--- src/rtl/gerador_tabela_verdade.sv ---
// gerador_tabela_verdade
// Truth-table sweeper for a small combinational gate. On start it steps the
// gate input through every combination, holds each one HOLD_CYCLES cycles,
// samples the gate output on the last held cycle and compares it with
// EXPECTED_MASK. It reports pass/fail, a mismatch count and the first
// failing vector.
//
// Ports:
//   clk        in   clock, all state updates on the rising edge
//   rst_n      in   synchronous active-low reset
//   start      in   begin a sweep (looked at only in IDLE)
//   stim       out  vector driven to the gate (stim[1]->a, stim[0]->b for 2 inputs)
//   dut_y      in   gate output under test
//   busy       out  high while vectors are being driven
//   done       out  one-cycle pulse when a sweep completes
//   pass       out  last completed sweep had zero mismatches
//   err_count  out  mismatching vectors in the current/last sweep
//   fail_valid out  at least one mismatch recorded
//   fail_idx   out  stim value of the first mismatch
//   state_dbg  out  current FSM state (0 IDLE, 1 DRIVE, 2 DONE)
//
// Handshake: start is a request sampled only in IDLE; once accepted, busy
// stays high for exactly 2**N_INPUTS*HOLD_CYCLES cycles, then done pulses for
// one cycle. Requests made while busy or during done are dropped, not queued.
module gerador_tabela_verdade #(
  parameter int                      N_INPUTS      = 2,
  parameter int                      HOLD_CYCLES   = 10,
  parameter logic [2**N_INPUTS-1:0]  EXPECTED_MASK = 4'b1000
) (
  input  logic                clk,
  input  logic                rst_n,
  input  logic                start,
  output logic [N_INPUTS-1:0] stim,
  input  logic                dut_y,
  output logic                busy,
  output logic                done,
  output logic                pass,
  output logic [N_INPUTS:0]   err_count,
  output logic                fail_valid,
  output logic [N_INPUTS-1:0] fail_idx,
  output logic [1:0]          state_dbg
);

  localparam int CW = (HOLD_CYCLES > 1) ? $clog2(HOLD_CYCLES) : 1;
  localparam logic [CW-1:0]       HOLD_LAST = CW'(HOLD_CYCLES - 1);
  localparam logic [N_INPUTS-1:0] STIM_LAST = '1;

  typedef enum logic [1:0] {
    IDLE  = 2'd0,
    DRIVE = 2'd1,
    DONE  = 2'd2
  } state_t;

  state_t                state, state_next;
  logic [CW-1:0]         hold_cnt, hold_next;
  logic [N_INPUTS-1:0]   stim_next;
  logic [N_INPUTS:0]     err_next;
  logic                  fail_valid_next;
  logic [N_INPUTS-1:0]   fail_idx_next;
  logic                  pass_next;
  logic                  mismatch;

  assign mismatch  = (dut_y != EXPECTED_MASK[stim]);
  assign busy      = (state == DRIVE);
  assign done      = (state == DONE);
  assign state_dbg = state;

  always_ff @(posedge clk) begin
    if (!rst_n) begin
      state      <= IDLE;
      stim       <= '0;
      hold_cnt   <= '0;
      err_count  <= '0;
      fail_valid <= 1'b0;
      fail_idx   <= '0;
      pass       <= 1'b0;
    end else begin
      state      <= state_next;
      stim       <= stim_next;
      hold_cnt   <= hold_next;
      err_count  <= err_next;
      fail_valid <= fail_valid_next;
      fail_idx   <= fail_idx_next;
      pass       <= pass_next;
    end
  end

  always_comb begin
    state_next      = state;
    stim_next       = stim;
    hold_next       = hold_cnt;
    err_next        = err_count;
    fail_valid_next = fail_valid;
    fail_idx_next   = fail_idx;
    pass_next       = pass;
    case (state)
      IDLE: begin
        stim_next = '0;
        if (start) begin
          state_next      = DRIVE;
          hold_next       = '0;
          err_next        = '0;
          fail_valid_next = 1'b0;
          fail_idx_next   = '0;
          pass_next       = 1'b0;
        end
      end
      DRIVE: begin
        if (hold_cnt == HOLD_LAST) begin
          // Last held cycle: the gate has settled, so judge this vector.
          if (mismatch) begin
            err_next = err_count + 1'b1;
            if (!fail_valid) begin
              fail_valid_next = 1'b1;
              fail_idx_next   = stim;
            end
          end
          hold_next = '0;
          if (stim == STIM_LAST) begin
            state_next = DONE;
            stim_next  = '0;
          end else begin
            stim_next = stim + 1'b1;
          end
        end else begin
          hold_next = hold_cnt + 1'b1;
        end
      end
      DONE: begin
        stim_next  = '0;
        state_next = IDLE;
        // err_count is final here, so pass is valid from the first IDLE cycle.
        pass_next  = (err_count == '0);
      end
      default: begin
        state_next = IDLE;
        stim_next  = '0;
      end
    endcase
  end

endmodule

--- config.mk ---
export PLATFORM = sky130hd
export DESIGN_NAME = gerador_tabela_verdade
export DESIGN_NICKNAME = d
export VERILOG_FILES = /design/src/rtl/gerador_tabela_verdade.sv
export SDC_FILE = /design/constraint.sdc
export NUM_CORES = 1
export LEC_CHECK = 0
export ABC_AREA = 1
export CORE_MARGIN = 3
export CORE_UTILIZATION = 48
export DETAILED_ROUTE_END_ITERATION = 10
export GPL_TIMING_DRIVEN = 0
export PLACE_DENSITY = 0.76
export SLEW_MARGIN = 20
export SYNTH_ARGS = -nofsm -noshare
export SYNTH_HDL_FRONTEND = slang
export SYNTH_SLANG_ARGS = --single-unit
--- constraint.sdc ---
create_clock -name clk -period 1.45 [get_ports clk]
set_input_delay 0.29 -clock clk [delete_from_list [all_inputs] [get_ports clk]]
set_output_delay 0.29 -clock clk [all_outputs]
set_load 0.01 [all_outputs]
# Word level (Yosys, flattened, before mapping)

Index checks and enable logic that the tools add are counted.

Order comparisons: 1
Muxes and demuxes: 24
Eq/ne operators: 10
Add/sub/neg operators: 3
Reductions and logical operators: 10

Operators with widths:

| cell                  | count |
|---|---|
| $mux W2               | 8 |
| $mux W3               | 3 |
| $mux W4               | 2 |
| $pmux W2 S2           | 2 |
| $pmux W4 S2           | 1 |
| $ne A2 B1 Y1 const B  | 3 |
| $pmux W3 S2           | 1 |
| $reduce_and A2 Y1     | 3 |
| $reduce_and A5 Y1     | 1 |
| $add A4 B1 Y4 const B | 1 |
| $eq A2 B2 Y1 const B  | 2 |
| $eq A4 B4 Y1 const B  | 1 |
| $mux W1               | 4 |
| $ne A2 B2 Y1 const B  | 2 |
| $pmux W1 S2           | 2 |
| $reduce_and A4 Y1     | 1 |
| $reduce_bool A2 Y1    | 2 |
| $add A3 B1 Y3 const B | 1 |
| $logic_not A3 Y1      | 1 |
| $lt A2 B3 Y1 const B  | 1 |
| $reduce_and A3 Y1     | 1 |
| $add A2 B1 Y2 const B | 1 |
| $bmux W1 S2           | 1 |
| $eq A2 B1 Y1 const B  | 1 |
| other kinds (2)       | 2 |

Input bits: 4
Output and inout port bits: 13
Flip-flop bits (word level): 15
Word-level logic and storage cells: 55

# Logic depth before layout (Yosys ltp)

Depth after elaboration: 6
Depth in mapped cells: 7
Mapped depth without buffers: 7

# Worst setup path after synthesis

Ideal clock, no wire load.

Kind: flip-flop to flip-flop
Start point: register hold_cnt[0]
End point: register fail_idx[0]
Clock period less this slack: 1213 ps
Path buffers: 0
Setup slack: 237 ps
Setup time: 120 ps
Arrival time: 1093 ps
Cell stages (with the launch flop): 7
Data required time: 1330 ps
Path through: dfxtp_1 > ha_1 > nand3_2 > a21oi_4 > nand3_1 > nand2_1 > a21oi_1

Cells in the longest elaborated chain, start to end: 3

Ends and longest elaborated chain:

| what                               | RTL line | RTL |
|---|---|---|
| from (decl)                        | 55       | `logic [CW-1:0] hold_cnt, hold_next;` |
| from (signal assigned)             | 80       | `hold_cnt <= hold_next;` |
| $eq A4 B4 Y1                       | 109      | `if (hold_cnt == HOLD_LAST) begin` |
| $ne A2 B1 Y1 (no source line)      | --       |  |
| $reduce_and A5 Y1 (no source line) | --       |  |
| to (signal assigned)               | 83       | `fail_idx <= fail_idx_next;` |
| to (decl)                          | 40       | `output logic [N_INPUTS-1:0] fail_idx,` |

Every way passes these cells.
A chain may end at the register's enable or synchronous reset.

# Final worst setup path

Start point: register state[1] (netlist: state_dbg[1])
End point: output done

Cells in the longest elaborated chain, start to end: 1

Ends and longest elaborated chain:

| what                   | RTL line | RTL |
|---|---|---|
| from (decl)            | 54       | `state_t state, state_next;` |
| from (signal assigned) | 78       | `state <= state_next;` |
| $eq A2 B2 Y1           | 65       | `assign done = (state == DONE);` |
| to (decl)              | 36       | `output logic done,` |

Every way passes these cells.

==> results.rst <==
.. list-table::
   :header-rows: 1

   * - Metric
     - Value
   * - Slew @ Worst Pin
     - 0.2470 ns
   * - Drt pass-1 iters
     - 5
   * - Via count of the first global-routing pass
     - 593
   * - Maximum clock frequency
     - 714.7 MHz
   * - Standard-cell rows
     - 14
   * - Number of primary I/O pins
     - 17
   * - Clock tree from TritonCTS
     - yes
   * - Summed instance area of the synthesized netlist
     - 788.3 µm²
   * - Number of pins exceeding their max-slew limit in the final report
     - 0
   * - Synth Area per Inst
     - 8.126 µm²
   * - Routed wire length per instance
     - 11.28 µm
   * - Final weighted congestion in routability-driven placement
     - 0.7500
   * - Iteration-0 DRC count of the detailed router
     - 11
   * - Buf+Inv Stages, Crit Path
     - 2
   * - Outcome
     - completed
   * - Data required time at the worst endpoint
     - 1.16 ns
   * - Number of buffers created by CTS
     - 3
   * - Final std cell area, no fill
     - 1027 µm²
   * - Flip-flop and latch count after synthesis
     - 15
   * - Largest stage delay on the critical path
     - 0.41 ns
   * - Final Power
     - 896.2 µW
   * - Routed Wire Length
     - 1523 µm
   * - Setup repair after global routing missed its margin
     - no
   * - Multi-input gate area in the final layout
     - 442.9 µm²
   * - Antenna violations before repair
     - 0
   * - Post-route DRC
     - 0
   * - Post-detailed-placement cell area
     - 968.4 µm²
   * - Sink Count
     - 15
   * - Final non-filler cell total
     - 135
   * - Clock root cell
     - sky130_fd_sc_hd__clkbuf_4
   * - Setup violators final
     - 0
   * - Count of cell types in the netlist
     - 25
   * - Worst-path maximum fanout
     - 5
   * - Mapped Cells
     - 97
   * - Floorplan die width
     - 46.53 µm
   * - Rel. slew slack
     - 83.43%
   * - Dominant delay contributor by cell family on the critical path
     - flip-flops
   * - Detailed-placement wirelength estimate
     - 1137 µm
   * - Crit path kind
     - reg -> out
   * - Post-Place Setup Slack
     - -0.1646 ns
   * - Relative area change from synthesis to final layout
     - 30.32%
   * - M1 GR Usage
     - 18.79%
   * - Met3 Use GR
     - 2.344%
   * - Fraction of final layout cells with drive strength greater than 1
     - 17.65%
   * - Yosys warns
     - 0
   * - Sequential fraction of the synthesis area
     - 38.10%
   * - Total die area
     - 2165 µm²
   * - Minimum period implied by the final worst setup slack
     - 1.399 ns
   * - Worst setup EP type
     - output pin
   * - Cell with the biggest individual delay on the critical path
     - sky130_fd_sc_hd__dfxtp_4
   * - Number of fill cells
     - 138
   * - Number of cells after detailed placement
     - 129
   * - CTS clk-pin slew, worst paths
     - 0.08 ns
   * - # diodes
     - 0
   * - Overall global routing resource usage
     - 15.21%
   * - Worst min path class
     - reg -> reg
   * - Core footprint
     - 1524 µm²
   * - Share of the clock period used by the worst path
     - 96.50%
   * - Final hold violation count
     - 0
   * - Fraction of met2 tracks used by global routing
     - 24.73%
   * - Number of hold buffers added after cts
     - 0
   * - VDD IR max
     - 607.7 µV
   * - Total number of vias
     - 708
   * - Setup clock skew after layout
     - 0.006639 ns
   * - I/O Buffers
     - 16
   * - Number of violations of the max-capacitance limit
     - 0
   * - Routing layer with the top usage in global route
     - met2
   * - Worst path setup slack after routing
     - 0.05076 ns
   * - Post-detailed-route count of antenna-violating nets
     - 0
   * - Die Y-Extent
     - 46.53 µm
   * - Cell chain of the critical path
     - inv_2, nor2_2, clkdlybuf4s15_2
   * - Final core utilization
     - 67.41%
   * - Remaining global-route overflow
     - 0
   * - Maximum clock path buffer count
     - 2
   * - Depth of the CTS H-tree
     - 1
   * - Layout Nets
     - 129
   * - Leakage power summed over all cells
     - 0.4734 nW
   * - Mean number of vias per cell
     - 5.244
   * - Initial Utilization
     - 51.72%
   * - Power per cell area
     - 872.4 nW/µm²
   * - Clock latency on the worst-skew pair
     - 0.28 ns
   * - Critical Path Source Type
     - flip-flop
   * - Flip-flop and latch area
     - 309.0 µm²
   * - Critical path data arrival time
     - 1.11 ns
   * - Net count after synthesis
     - 106
   * - Wire length of the first global-routing pass
     - 2325 µm
   * - Pin count of the biggest net entering global routing
     - 10
## cells in the mapped netlist, drive strengths merged
library cell	count	area [µm²]
nor2	5	35.03
ha	5	62.56
nand3b	2	15.01
nor3	2	10.01
clkinv	2	7.510
dfxtp	15	300.3
nand3	7	57.56
o2111a	1	11.26
xor2	1	8.760
inv	14	52.55
o22ai	1	6.260
o21ai	5	28.77
a211oi	1	7.510
xnor2	1	8.760
nand2	18	75.07
a21oi	13	76.33
nand4	4	25.02
## worst min-delay path, cell delays in order (launching register included)
cell                      delay [ns]
sky130_fd_sc_hd__dfxtp_1        0.31
sky130_fd_sc_hd__nand2_1        0.06
sky130_fd_sc_hd__a21oi_1        0.05
## worst paths after layout
kind	from	slack, ns	cells past startpoint	endpoint
max	state_dbg[1]$_SDFFE_PN0P_	0.05	3	done
min	fail_idx[0]$_SDFFE_PN0P_	0.46	2	fail_idx[0]$_SDFFE_PN0P_
max reg2reg	hold_cnt[1]$_SDFFE_PN0P_	0.11	6	err_count[0]$_SDFFE_PN0P_
min reg2reg	fail_idx[0]$_SDFFE_PN0P_	0.46	2	fail_idx[0]$_SDFFE_PN0P_
## cell type report
| class | instances | area share, % |
|---|---|---|
| Clock buffer | 4 | 2.558 |
| Inverter | 16 | 5.847 |
| Tap cell | 16 | 1.949 |
| Multi-Input combinational cell | 66 | 43.12 |
| Timing Repair Buffer | 18 | 16.44 |
| Sequential cell | 15 | 30.09 |
## kinds of logic (layout without fill, tap and decap cells)
family	count (synthesis)	after routing	synth area share, %
adders and majority gates	5	5	7.937
DFF	15	15	38.10
AOI/OAI and AO/OA	21	21	16.51
buffers and inverters	16	38	7.619
xor gates and xnor gates	2	2	2.223
and+or+nand+nor	38	38	27.62
## layout by cell type (no fill, tap or decap), drive strengths merged
master and count:
buf 2, o22ai 1, clkdlybuf4s50 3, o21ai 5, clkbuf 4, nand2 18
nand3 7, nand4 4, xnor2 1, dfxtp 15, ha 5, nor3 2
a211oi 1, xor2 1, dlygate4sd2 10, nand3b 2, clkdlybuf4s15 1, o2111a 1
a21oi 13, inv 14, nor2 5, clkinv 2, dlymetal6s2s 2
## what timing repair did
action | in CTS | in global routing
gates resized for setup | 16 | 7
gates cloned | 0 | 0
pin swaps | 1 | 1
setup endpoints to repair | 11 | 11
setup buffers | 1 | 1
## power by group
part	total, mW	switching [mW]	internal (mW)	leakage, nW
Sequential	0.452	0.0212	0.431	0.123
Combinational	0.205	0.122	0.0829	0.335
Clock	0.239	0.132	0.107	0.0150
## flip-flops by register name (all words and copies together), names as in the netlist
signal / count
err_count: 3
fail_idx: 2
fail_valid: 1
hold_cnt: 4
pass: 1
state_dbg: 2
stim: 2
## metal layers
layer  up-vias  part of all wire, %
met5         -                    0
met4         0                  1.6
met3         4                  6.7
met2        22                   46
met1       311                   45
li1        371                    -
## through the flow
stage          hold slack (ns)  TNS [ns]
3_3_place_gp            0.4514   -0.5175
6_report                0.4575         0
5_1_grt                 0.4777         0
3_5_place_dp            0.4552   -0.6173
4_1_cts                 0.4653         0
2_1_floorplan           0.3876         0
Power figures use the tool's default switching activity.
